==> src/rtl/elevator_scan_ctrl.sv <==
// rtl/elevator_scan_ctrl.sv - N-floor elevator controller with latched calls and SCAN scheduling
module elevator_scan_ctrl #(
    parameter int NUM_FLOORS    = 8,
    parameter int FLOOR_W       = $clog2(NUM_FLOORS),
    parameter int TRAVEL_CYCLES = 4,
    parameter int DOOR_CYCLES   = 5
) (
    input  logic                  clk,
    input  logic                  rst,
    input  logic [NUM_FLOORS-1:0] call_req,
    input  logic                  door_hold,
    output logic [FLOOR_W-1:0]    current_floor,
    output logic [NUM_FLOORS-1:0] pending,
    output logic                  motor_up,
    output logic                  motor_down,
    output logic                  door_open,
    output logic                  door_close,
    output logic                  dir_up,
    output logic [2:0]            state
);

    localparam int TRV_W  = (TRAVEL_CYCLES > 1) ? $clog2(TRAVEL_CYCLES) : 1;
    localparam int DOOR_W = (DOOR_CYCLES > 1) ? $clog2(DOOR_CYCLES) : 1;
    localparam logic [TRV_W-1:0]  TRV_LAST  = TRV_W'(TRAVEL_CYCLES - 1);
    localparam logic [DOOR_W-1:0] DOOR_LAST = DOOR_W'(DOOR_CYCLES - 1);

    typedef enum logic [2:0] {
        S_IDLE       = 3'd0,
        S_MOVE_UP    = 3'd1,
        S_MOVE_DOWN  = 3'd2,
        S_DOOR_OPEN  = 3'd3,
        S_DOOR_CLOSE = 3'd4
    } state_t;

    state_t                  state_q, state_d;
    logic [FLOOR_W-1:0]      current_floor_q, current_floor_d;
    logic [NUM_FLOORS-1:0]   pending_q, pending_d;
    logic                    dir_up_q, dir_up_d;
    logic [TRV_W-1:0]        travel_cnt_q, travel_cnt_d;
    logic [DOOR_W-1:0]       door_cnt_q, door_cnt_d;

    logic [NUM_FLOORS-1:0]   cur_onehot;
    logic [NUM_FLOORS-1:0]   call_mask;
    logic [NUM_FLOORS-1:0]   clr;
    logic [FLOOR_W-1:0]      floor_up;
    logic [FLOOR_W-1:0]      floor_dn;
    logic                    above;
    logic                    below;

    assign cur_onehot = NUM_FLOORS'(1) << current_floor_q;
    assign floor_up   = current_floor_q + FLOOR_W'(1);
    assign floor_dn   = current_floor_q - FLOOR_W'(1);

    // Outstanding calls strictly above and strictly below the car
    always_comb begin
        above = 1'b0;
        below = 1'b0;
        for (int i = 0; i < NUM_FLOORS; i++) begin
            if (FLOOR_W'(i) > current_floor_q) above = above | pending_q[i];
            if (FLOOR_W'(i) < current_floor_q) below = below | pending_q[i];
        end
    end

    // Next-state, position, timers and the set of calls served on this edge
    always_comb begin
        state_d         = state_q;
        current_floor_d = current_floor_q;
        dir_up_d        = dir_up_q;
        travel_cnt_d    = travel_cnt_q;
        door_cnt_d      = door_cnt_q;
        clr             = '0;

        case (state_q)
            S_IDLE: begin
                if (pending_q[current_floor_q]) begin
                    state_d    = S_DOOR_OPEN;
                    door_cnt_d = '0;
                    clr        = cur_onehot;
                end else if (dir_up_q && above) begin
                    state_d      = S_MOVE_UP;
                    travel_cnt_d = '0;
                end else if (!dir_up_q && below) begin
                    state_d      = S_MOVE_DOWN;
                    travel_cnt_d = '0;
                end else if (above) begin
                    state_d      = S_MOVE_UP;
                    travel_cnt_d = '0;
                    dir_up_d     = 1'b1;
                end else if (below) begin
                    state_d      = S_MOVE_DOWN;
                    travel_cnt_d = '0;
                    dir_up_d     = 1'b0;
                end
            end

            S_MOVE_UP: begin
                if (travel_cnt_q == TRV_LAST) begin
                    travel_cnt_d    = '0;
                    current_floor_d = floor_up;
                    if (pending_q[floor_up]) begin
                        state_d    = S_DOOR_OPEN;
                        door_cnt_d = '0;
                        clr        = NUM_FLOORS'(1) << floor_up;
                    end
                end else begin
                    travel_cnt_d = travel_cnt_q + TRV_W'(1);
                end
            end

            S_MOVE_DOWN: begin
                if (travel_cnt_q == TRV_LAST) begin
                    travel_cnt_d    = '0;
                    current_floor_d = floor_dn;
                    if (pending_q[floor_dn]) begin
                        state_d    = S_DOOR_OPEN;
                        door_cnt_d = '0;
                        clr        = NUM_FLOORS'(1) << floor_dn;
                    end
                end else begin
                    travel_cnt_d = travel_cnt_q + TRV_W'(1);
                end
            end

            S_DOOR_OPEN: begin
                // A hold or a fresh call at this floor keeps the door open longer
                if (door_hold || call_req[current_floor_q]) begin
                    door_cnt_d = '0;
                end else if (door_cnt_q == DOOR_LAST) begin
                    state_d    = S_DOOR_CLOSE;
                    door_cnt_d = '0;
                end else begin
                    door_cnt_d = door_cnt_q + DOOR_W'(1);
                end
            end

            S_DOOR_CLOSE: begin
                state_d = S_IDLE;
            end

            default: begin
                state_d = S_IDLE;
            end
        endcase
    end

    // Calls for the floor whose door is open are already served, so never latch them
    always_comb begin
        call_mask = (state_q == S_DOOR_OPEN) ? cur_onehot : '0;
        pending_d = (pending_q | (call_req & ~call_mask)) & ~clr;
    end

    // State, position, call register and timers
    always_ff @(posedge clk) begin
        if (rst) begin
            state_q         <= S_IDLE;
            current_floor_q <= '0;
            pending_q       <= '0;
            dir_up_q        <= 1'b1;
            travel_cnt_q    <= '0;
            door_cnt_q      <= '0;
        end else begin
            state_q         <= state_d;
            current_floor_q <= current_floor_d;
            pending_q       <= pending_d;
            dir_up_q        <= dir_up_d;
            travel_cnt_q    <= travel_cnt_d;
            door_cnt_q      <= door_cnt_d;
        end
    end

    // The car must never be driven past the end floors
    always @(posedge clk) begin
        if (!rst) begin
            assert (!(state_q == S_MOVE_UP && current_floor_q == FLOOR_W'(NUM_FLOORS - 1)));
            assert (!(state_q == S_MOVE_DOWN && current_floor_q == '0));
        end
    end

    assign current_floor = current_floor_q;
    assign pending       = pending_q;
    assign dir_up        = dir_up_q;
    assign state         = state_q;
    assign motor_up      = (state_q == S_MOVE_UP);
    assign motor_down    = (state_q == S_MOVE_DOWN);
    assign door_open     = (state_q == S_DOOR_OPEN);
    assign door_close    = (state_q == S_DOOR_CLOSE);

endmodule

==> config.mk <==
export PLATFORM = sky130hd
export DESIGN_NAME = elevator_scan_ctrl
export DESIGN_NICKNAME = d
export VERILOG_FILES = /design/src/rtl/elevator_scan_ctrl.sv
export SDC_FILE = /design/constraint.sdc
export NUM_CORES = 1
export LEC_CHECK = 0
export CAP_MARGIN = 5
export CELL_PAD_IN_SITES_DETAIL_PLACEMENT = 1
export CELL_PAD_IN_SITES_GLOBAL_PLACEMENT = 2
export CORE_MARGIN = 4
export CORE_UTILIZATION = 34
export CTS_CLUSTER_SIZE = 10
export DETAILED_ROUTE_END_ITERATION = 12
export PLACE_DENSITY_LB_ADDON = 0.1
export SLEW_MARGIN = 0
export SYNTH_ARGS = -nofsm -noshare
export SYNTH_HDL_FRONTEND = slang
export SYNTH_SLANG_ARGS = --single-unit
==> constraint.sdc <==
create_clock -name clk -period 5.6 [get_ports clk]
set_input_delay 0.56 -clock clk [delete_from_list [all_inputs] [get_ports clk]]
set_output_delay 0.56 -clock clk [all_outputs]
set_load 0.01 [all_outputs]
==> impl_metrics.py, run 1 <==
metrics = {
    "sta": {
        "setup-violations-final": 0,
        "finalCritPeriodShare_pct": 59.4,
        "min_period_ps": 3320,
        "slew_viol_final": 0,
        "rsz0062_at_grt": "no",
        "worstMarginPinSlew_ps": 1020,
        "worst_slew_margin_rel_pct": 31.7,
        "setup_ws_ps": 2280,
        "fmax_mhz": 301,
        "fin_skew_ps": 6.83,
        "hold_violations": 0,
        "tns_ps": 0,
    },
    "hold_path": {
        "hold_path.class": "flip-flop to flip-flop",
        "min_to": "travel_cnt_q[1]$_SDFFE_PP0P_",
        "hold_path_depth": 2,
        "holdCritStartpoint": "travel_cnt_q[1]$_SDFFE_PP0P_",
    },
    "cts": {
        "cts_hold_buf": 0,
        "cts_max_level": 1,
        "cts_sinks": 20,
        "numCtsBuffers": 3,
        "cts_tree": "done",
        "post-cts-setup-buffer-count": 0,
        "root_buffer": "clkbuf_8",
        "clkTransAtPathRegs_ps": 90,
        "clockBufferDepth": 2,
        "worstSkewPairLatency_ps": 280,
        "ctsResizeCount": 0,
    },
    "synth": {
        "ys_seq_area_share_pct": 22.0,
        "syn_inst": 218,
        "synth_mux_area_share_pct": 11.0,
        "synthTopCellsByArea": "dfxtp_1, ha_1, mux4_2",
        "synth_warnings": 0,
        "netlist_area_um2": 1820,
        "syn_avg_cell_area_um2": 8.35,
        "yosysUniqueCellTypes": 56,
        "syn_nets": 241,
        "synth_top_family_by_area": "compound AO/OA/AOI/OAI gates",
        "async_reset_ff_share_pct": 0,
        "synth_top_area_share_pct": 22.0,
        "ys.flop_type": "dfxtp_1",
        "yosysTopAreaCell": "dfxtp_1",
        "synthAdderAreaFrac_pct": 8.25,
        "synth_compound_area_share_pct": 30.0,
        "yosys.area_share.simple_pct": 20.2,
        "synth-edff-count": 0,
        "synth-seq-cells": 20,
        "synth_xor_area_share_pct": 1.44,
    },
    "drt": {
        "dr.pass1.iters": 4,
        "wl_per_cell_um": 20.4,
        "drc": 0,
        "viasPerCell": 6.00,
        "drt_wl_total_um": 6260,
        "drtIter0Drc": 180,
        "ant_nets": 0,
        "vias": 1841,
    },
    "placed_design": {
        "dp.cells": 303,
        "globalplace.congestion": 0.929,
        "dp_slack_ps": 2290,
        "port_buffers": 29,
        "dp.final_hpwl_um": 4720,
    },
    "worst_setup_path": {
        "cp.required_ps": 5750,
        "worstSetupEndpointType": "flip-flop",
        "startpoint_type": "flip-flop",
        "r2r_start": "current_floor[0]$_SDFFE_PP0P_",
        "r2r_setup_slack_ps": 2280,
        "critical_path_arrival_ps": 3480,
        "reg2reg_to": "door_cnt_q[1]$_SDFFE_PP0P_",
        "critPathKind": "flip-flop to flip-flop",
        "path_max_fanout": 25,
        "reg2regPathDepth": 8,
    },
    "grt": {
        "top_usage_layer": "met2",
        "grt_overflow": 0,
        "grt_pass1_wl_um": 10000,
        "use_met3_pct": 2.99,
        "antenna_found_initial": 0,
        "grt_max_degree": 26,
        "use_met2_pct": 35.2,
        "grt_pass1_vias": 1942,
        "track_usage_pct": 20.1,
        "use_met1_pct": 24.8,
    },
    "cells_and_area": {
        "drive_gt1_share_pct": 8.02,
        "syn2layout_area_growth_pct": 20.5,
        "fillers": 638,
        "final_cell_mix": "clkdlybuf4s50_1, dfxtp_1, nand2_1",
        "final_common_cell": "clkdlybuf4s50_1",
        "diodes": 0,
        "nets": 261,
        "finalNonFillerCells": 307,
    },
    "run_status": {
        "status": "complete, no violations",
    },
    "floorplan": {
        "start_util_pct": 35.4,
        "dieArea_um2": 6590,
        "num_rows": 26,
        "fp.dieH_um": 81.2,
        "fp.dieW_um": 81.2,
        "io_pins": 30,
        "core_area_um2": 5140,
    },
    "power": {
        "p_leak_nw": 0.776,
        "p_per_area_nw_per_um2": 288,
        "power_mw": 0.631,
        "vdd_drop_max_mv": 0.187,
    },
    "run": {
        "maxCapViolations": 0,
    },
}
==> report_power, final <==
part	switching (mW)	total, mW	leakage [nW]	internal, mW
Combinational	0.159	0.283	0.576	0.125
Sequential	0.0327	0.193	0.164	0.160
Clock	0.0593	0.155	0.0357	0.0958
==> worst max-delay path by stage <==
stage	from	to	slack, ps	depth (start not counted)
finish	current_floor[0]$_SDFFE_PP0P_	door_cnt_q[1]$_SDFFE_PP0P_	2280	8
global route	current_floor[0]$_SDFFE_PP0P_	door_cnt_q[1]$_SDFFE_PP0P_	1980	8
CTS	current_floor[0]$_SDFFE_PP0P_	door_cnt_q[1]$_SDFFE_PP0P_	2290	8
detailed placement	current_floor[2]$_SDFFE_PP0P_	door_cnt_q[1]$_SDFFE_PP0P_	2290	8
global placement	current_floor[0]$_SDFFE_PP0P_	door_cnt_q[1]$_SDFFE_PP0P_	2430	8
floorplan	current_floor[0]$_SDFFE_PP0P_	door_cnt_q[1]$_SDFFE_PP0P_	3070	10
==> critical path, cell delays in order, from the launching register on <==
cell	delay (ps)
dfxtp_1	1000
inv_1	340
ha_1	580
mux2i_1	130
o22ai_1	390
o22a_1	290
o2111ai_1	190
a22oi_1	220
nor2_1	60
==> stage by stage <==
step | instance area [um2] | util [%] | hold WS (ps)
5_1_grt | 2190 | 42.7 | 508
6_report | 2190 | 42.7 | 493
3_3_place_gp | 2120 | 41.3 | 460
2_1_floorplan | 1820 | - | 448
4_1_cts | 2190 | 42.7 | 491
3_5_place_dp | 2120 | 41.3 | 474
==> area by class of cell <==
type / instances / area, um2 / share of cell area [%]
Tap cell: 70 / 87.6 / 3.99
Timing Repair Buffer: 29 / 290 / 13.2
Clock buffer: 3 / 41.3 / 1.88
Multi-Input combinational cell: 170 / 1290 / 58.9
Clock inverter: 1 / 30.0 / 1.37
Inverter: 14 / 52.6 / 2.40
Sequential cell: 20 / 400 / 18.3
==> layer usage <==
metal	up-vias	wire [um]
met4	0	121
met5	-	0
met3	13	318
li1	861	-
met1	913	2730
met2	54	3090
==> flip-flops by register name (all words and copies together) (netlist names) <==
name and cells:
travel_cnt_q 2, current_floor 3, dir_up 1, state 3, door_cnt_q 3, pending 8
==> synth_stat cells, types with 3 or more instances <==
cell type / n
mux4_2: 4
a21oi_1: 13
a21boi_0: 3
ha_1: 12
dfxtp_1: 20
a31oi_1: 5
buf_2: 4
mux2i_1: 5
o2111ai_1: 3
nor3_1: 5
inv_1: 12
nand2_1: 16
clkbuf_1: 7
o22ai_1: 4
nand2b_1: 3
o21ai_0: 9
nand3_1: 11
o211ai_1: 5
nor2b_1: 10
nor2_1: 11
o31ai_1: 3
a221oi_1: 4
a311o_1: 3
a311oi_1: 3
==> logic make-up (layout without fill, tap and decap cells) <==
kind of cell               count (synthesis)  in the layout
and+or+nand+nor                           70             70
AOI/OAI and AO/OA                         72             72
xor gates and xnor gates                   3              3
muxes                                     13             13
buffers and inverters                     28             47
DFF                                       20             20
adders and majority gates                 12             12
Note: power is estimated with default switching activity, not from simulation.
==> run 2, diff against run 1 <==
--- a/config.mk
+++ b/config.mk
@@ -9,7 +9,7 @@
 export CELL_PAD_IN_SITES_DETAIL_PLACEMENT = 1
 export CELL_PAD_IN_SITES_GLOBAL_PLACEMENT = 2
 export CORE_MARGIN = 4
-export CORE_UTILIZATION = 34
+export CORE_UTILIZATION = 32
 export CTS_CLUSTER_SIZE = 10
 export DETAILED_ROUTE_END_ITERATION = 12
 export PLACE_DENSITY_LB_ADDON = 0.1
==> constraint.sdc (replaced) <==
create_clock -name clk -period 3.1 [get_ports clk]
set_input_delay 0.31 -clock clk [delete_from_list [all_inputs] [get_ports clk]]
set_output_delay 0.31 -clock clk [all_outputs]
set_load 0.01 [all_outputs]
==> impl_metrics.py, run 2 (synthesized netlist as in run 1, its figures left out) <==
metrics = {
    "run_status": {
        "status": "complete, no violations",
    },
    "sta": {
        "holdWs_ps": 495,
        "fmax_mhz": 415,
        "tns_ps": 0,
        "fin_skew_ps": 1.61,
        "finalCritPeriodShare_pct": 77.7,
        "worst_slew_margin_rel_pct": 57.7,
        "worstMarginPinSlew_ps": 632,
        "rsz0062_at_grt": "no",
        "slew_viol_final": 0,
        "hold_violations": 0,
        "setup-violations-final": 0,
        "min_period_ps": 2410,
    },
    "worst_setup_path": {
        "r2r_start": "current_floor[2]$_SDFFE_PP0P_",
        "worstSetupEndpointType": "flip-flop",
        "reg2regPathDepth": 8,
        "path_max_fanout": 18,
        "cp.required_ps": 3270,
        "reg2reg_to": "state[1]$_SDFFE_PP0P_",
        "startpoint_type": "flip-flop",
        "critPathKind": "flip-flop to flip-flop",
        "r2r_setup_slack_ps": 690,
        "critical_path_arrival_ps": 2580,
    },
    "grt": {
        "grt_pass1_wl_um": 10500,
        "grt_max_degree": 24,
        "grt_overflow": 0,
        "grt_pass1_vias": 1963,
        "antenna_found_initial": 0,
        "track_usage_pct": 18.7,
    },
    "floorplan": {
        "core_area_um2": 5510,
        "start_util_pct": 33.1,
        "fp.dieW_um": 83.4,
        "fp.dieH_um": 83.4,
        "dieArea_um2": 6960,
        "io_pins": 30,
        "num_rows": 27,
    },
    "cts": {
        "post-cts-setup-buffer-count": 0,
        "worstSkewPairLatency_ps": 260,
        "root_buffer": "clkbuf_8",
        "cts_hold_buf": 0,
        "clockBufferDepth": 2,
        "cts_max_level": 1,
        "cts_tree": "done",
        "cts_sinks": 20,
        "clkTransAtPathRegs_ps": 80,
        "numCtsBuffers": 3,
        "ctsResizeCount": 0,
    },
    "placed_design": {
        "dp.final_hpwl_um": 4940,
        "globalplace.congestion": 0.923,
        "port_buffers": 29,
    },
    "cells_and_area": {
        "final_common_cell": "clkdlybuf4s50_1",
        "fillers": 661,
        "regArea_um2": 400,
        "final_cell_mix": "clkdlybuf4s50_1, dfxtp_1, nand2_1",
        "drive_gt1_share_pct": 10.7,
        "multi_input_area_um2": 1290,
        "nets": 269,
        "largest_reg_flops": 8,
        "diodes": 0,
        "syn2layout_area_growth_pct": 22.3,
    },
    "power": {
        "seq_power_share_pct": 33.2,
        "vdd_drop_max_mv": 0.285,
        "clockPowerShare_pct": 17.0,
        "p_int_mw": 0.616,
        "p_per_area_nw_per_um2": 473,
        "p_comb_share_pct": 49.8,
        "switchingPower_mw": 0.437,
        "p_leak_nw": 0.801,
        "switching_share_pct": 41.5,
    },
    "hold_path": {
        "hold_path.class": "flip-flop to flip-flop",
        "holdCritStartpoint": "travel_cnt_q[1]$_SDFFE_PP0P_",
        "hold_path_depth": 2,
        "min_to": "travel_cnt_q[1]$_SDFFE_PP0P_",
    },
    "drt": {
        "ant_nets": 0,
        "viasPerCell": 5.82,
        "vias": 1838,
        "drtIter0Drc": 79,
        "drc": 0,
        "wl_per_cell_um": 20.3,
        "drt_wl_total_um": 6400,
        "dr.pass1.iters": 4,
    },
    "run": {
        "maxCapViolations": 0,
    },
}
[run 2: changes by cell type in the layout (fill, tap and decap cells not counted)]
cell / delta
bufinv_16: -1
buf_4: +8
[run 2: per-layer routing]
metal / wire length (um) / share of wire (%) / vias up / global-route usage [%]
met2: 3090 / 48 / 44 / 32.3
met1: 2970 / 46 / 908 / 23.6
met3: 195 / 3.0 / 13 / 2.48
met4: 150 / 2.3 / 0 / 6.87
li1: - / - / 873 / -
met5: 0 / 0 / - / 0
[run 2: critical path, cell delays in order, from the launching register on]
cell,delay (ps)
dfxtp_1,410
buf_4,280
ha_1,270
nor2b_1,80
a2111oi_2,320
nand4_1,290
o311ai_4,420
o211ai_1,150
o31ai_1,90
[run 2: stage by stage]
stage          worst slack (ps)  cell area, um2  utilization [%]  total power [mW]  std cells
5_1_grt                     441            2230             40.4              1.14        316
4_1_cts                     677            2230             40.4              1.07        316
2_1_floorplan               568            1820                -             0.680        218
6_report                    691            2230             40.4              1.05        316
3_5_place_dp                697            2180             39.7             0.881        313
3_3_place_gp                729            2180             39.7             0.869        313
[run 2: cell type report]
cell class	instances	area share [%]
sequential	20	18.0
multi-input combinational	170	58.0
tap	72	4.05
clock buffer	3	1.85
timing repair buffer	37	15.7
inverter	14	2.36
[run 2: how the worst max path moves through the flow]
stage	from	end	slack (ps)	cells past startpoint
6_report	current_floor[2]$_SDFFE_PP0P_	state[1]$_SDFFE_PP0P_	690	8
5_1_grt	current_floor[0]$_SDFFE_PP0P_	state[0]$_SDFFE_PP0P_	440	8
4_1_cts	current_floor[1]$_SDFFE_PP0P_	door_cnt_q[2]$_SDFFE_PP0P_	680	8
3_5_place_dp	current_floor[0]$_SDFFE_PP0P_	state[0]$_SDFFE_PP0P_	700	8
3_3_place_gp	call_req[3]	state[1]$_SDFFE_PP0P_	730	7
2_1_floorplan	current_floor[0]$_SDFFE_PP0P_	door_cnt_q[1]$_SDFFE_PP0P_	570	10
[run 2: power groups by stage]
stage / registers [mW] / logic (mW) / clock network (mW)
2_1_floorplan: 0.328 / 0.352 / 0
3_3_place_gp: 0.351 / 0.518 / 0
3_5_place_dp: 0.354 / 0.527 / 0
4_1_cts: 0.349 / 0.530 / 0.190
5_1_grt: 0.358 / 0.578 / 0.200
6_report: 0.350 / 0.524 / 0.179
==> run 3, diff against run 2 <==
--- a/config.mk
+++ b/config.mk
@@ -9,7 +9,7 @@
 export CELL_PAD_IN_SITES_DETAIL_PLACEMENT = 1
 export CELL_PAD_IN_SITES_GLOBAL_PLACEMENT = 2
 export CORE_MARGIN = 4
-export CORE_UTILIZATION = 32
+export CORE_UTILIZATION = 29
 export CTS_CLUSTER_SIZE = 10
 export DETAILED_ROUTE_END_ITERATION = 12
 export PLACE_DENSITY_LB_ADDON = 0.1
==> constraint.sdc (replaced) <==
create_clock -name clk -period 2.2 [get_ports clk]
set_input_delay 0.22 -clock clk [delete_from_list [all_inputs] [get_ports clk]]
set_output_delay 0.22 -clock clk [all_outputs]
set_load 0.01 [all_outputs]
==> impl_metrics.py, run 3 (synthesized netlist as in run 1, its figures left out) <==
metrics = {
    "run_status": {
        "status": "complete, no violations",
    },
    "drt": {
        "drc": 0,
        "wl_per_cell_um": 19.2,
        "ant_nets": 0,
        "vias": 1947,
        "m1WireLength_um": 3270,
        "drtIter0Drc": 95,
        "route.met3.wl_um": 219,
        "dr.pass1.iters": 4,
        "viasPerCell": 5.55,
        "drt_wl_total_um": 6730,
        "wl_met2_um": 3140,
        "routed.top_layer": "met4",
    },
    "hold_path": {
        "min_to": "travel_cnt_q[1]$_SDFFE_PP0P_",
        "holdCritStartpoint": "travel_cnt_q[1]$_SDFFE_PP0P_",
        "hold_path_depth": 2,
        "hold_path.class": "flip-flop to flip-flop",
    },
    "cells_and_area": {
        "largest_reg_flops": 8,
        "regArea_um2": 409,
        "final_cell_mix": "buf_4, clkdlybuf4s50_1, dfxtp_1",
        "nets": 300,
        "drive_gt1_share_pct": 28.3,
        "multi_input_area_um2": 1410,
        "finalNonFillerCells": 351,
        "final_common_cell": "buf_4",
        "fillers": 719,
        "fin_util_pct": 44.4,
        "diodes": 0,
        "syn2layout_area_growth_pct": 46.2,
    },
    "cts": {
        "clkTransAtPathRegs_ps": 100,
        "clockBufferDepth": 2,
        "cts_sinks": 20,
        "cts_max_level": 1,
        "cts_hold_buf": 0,
        "worstSkewPairLatency_ps": 280,
        "root_buffer": "clkbuf_8",
        "cts_tree": "done",
        "numCtsBuffers": 3,
    },
    "worst_setup_path": {
        "cp.required_ps": 2360,
        "r2r_setup_slack_ps": 70,
        "reg2regPathDepth": 7,
        "startpoint_type": "flip-flop",
        "path_max_fanout": 15,
        "reg2reg_to": "state[1]$_SDFFE_PP0P_",
        "critPathKind": "flip-flop to flip-flop",
        "critical_path_arrival_ps": 2290,
        "worstSetupEndpointType": "flip-flop",
        "r2r_start": "current_floor[0]$_SDFFE_PP0P_",
    },
    "power": {
        "p_per_area_nw_per_um2": 681,
        "p_leak_nw": 0.994,
        "vdd_drop_max_mv": 0.487,
    },
    "floorplan": {
        "start_util_pct": 30.4,
        "fp.dieW_um": 87.2,
        "core_area_um2": 5990,
        "num_rows": 28,
        "dieArea_um2": 7610,
        "io_pins": 30,
        "fp.dieH_um": 87.2,
    },
    "grt": {
        "track_usage_pct": 18.8,
        "grt_pass1_wl_um": 11000,
        "grt_overflow": 0,
        "grt_pass1_vias": 1942,
        "grt_max_degree": 16,
        "antenna_found_initial": 0,
    },
    "sta": {
        "slew_viol_final": 0,
        "hold_violations": 0,
        "min_period_ps": 2130,
        "tns_ps": 0,
        "fmax_mhz": 470,
        "worstMarginPinSlew_ps": 762,
        "rsz0062_at_grt": "yes",
        "fin_skew_ps": 6.24,
        "setup-violations-final": 0,
        "worst_slew_margin_rel_pct": 48.8,
        "setup_ws_ps": 73.0,
        "finalCritPeriodShare_pct": 96.7,
    },
    "placed_design": {
        "dp.cells": 341,
        "globalplace.congestion": 0.800,
        "dp_slack_ps": -33.7,
        "dp.final_hpwl_um": 5240,
        "port_buffers": 29,
    },
    "run": {
        "maxCapViolations": 0,
    },
}
run 3: cell count changes in the layout (fill, tap and decap cells not counted), sizes merged:
| cell | previous run | this run |
|---|---|---|
| buf | 8 | 39 |
| clkbuf | 3 | 4 |
| clkinv | 2 | 1 |
| clkinvlp | 0 | 1 |
run 3: where the power goes:
part / total (mW) / internal [mW] / switching (mW)
logic: 0.978 / 0.485 / 0.493
clock network: 0.359 / 0.198 / 0.161
registers: 0.474 / 0.405 / 0.0689
run 3: worst max-delay path by stage:
stage | from | endpoint | slack (ps) | cells after the start
after floorplan | current_floor[1]$_SDFFE_PP0P_ | state[1]$_SDFFE_PP0P_ | -10 | 11
after global placement | current_floor[0]$_SDFFE_PP0P_ | pending[2]$_SDFF_PP0_ | -20 | 8
after detailed placement | current_floor[1]$_SDFFE_PP0P_ | state[1]$_SDFFE_PP0P_ | -30 | 9
after CTS | current_floor[0]$_SDFFE_PP0P_ | pending[2]$_SDFF_PP0_ | 3 | 8
after global routing | current_floor[0]$_SDFFE_PP0P_ | state[1]$_SDFFE_PP0P_ | -30 | 7
final | current_floor[0]$_SDFFE_PP0P_ | state[1]$_SDFFE_PP0P_ | 70 | 7
run 3: metal layers:
metal  up-vias  global-route usage [%]
li1        936                       -
met1       964                    27.0
met2        37                    29.7
met3        10                    2.08
met4         0                    5.30
met5         -                       0
run 3: cell type report:
class | count | share of cell area [%]
sequential | 20 | 15.4
inverter | 14 | 2.35
timing repair buffer | 68 | 23.3
tap | 75 | 3.53
clock buffer | 4 | 2.49
multi-input combinational | 170 | 53.0
run 3: per-stage QoR:
step	total power [mW]	hold WS (ps)	cell area, um2
after floorplan	0.966	373	1880
after global placement	1.36	463	2420
after detailed placement	1.37	471	2420
after CTS	1.75	487	2500
after global routing	1.93	532	2660
final	1.81	483	2660
run 3: timing repair:
action	CTS	global route
pin swaps	1	7
endpoints found under the setup margin	4	13
resized for setup	2	25
buffers inserted	0	6
run 3: worst max-delay path: stages, from the launching register on:
cell and delay (ps):
dfxtp_4 410, buf_12 160, mux2_4 330, a221o_1 380
o31ai_4 260, o311ai_4 170, o211ai_1 210, o31ai_2 90
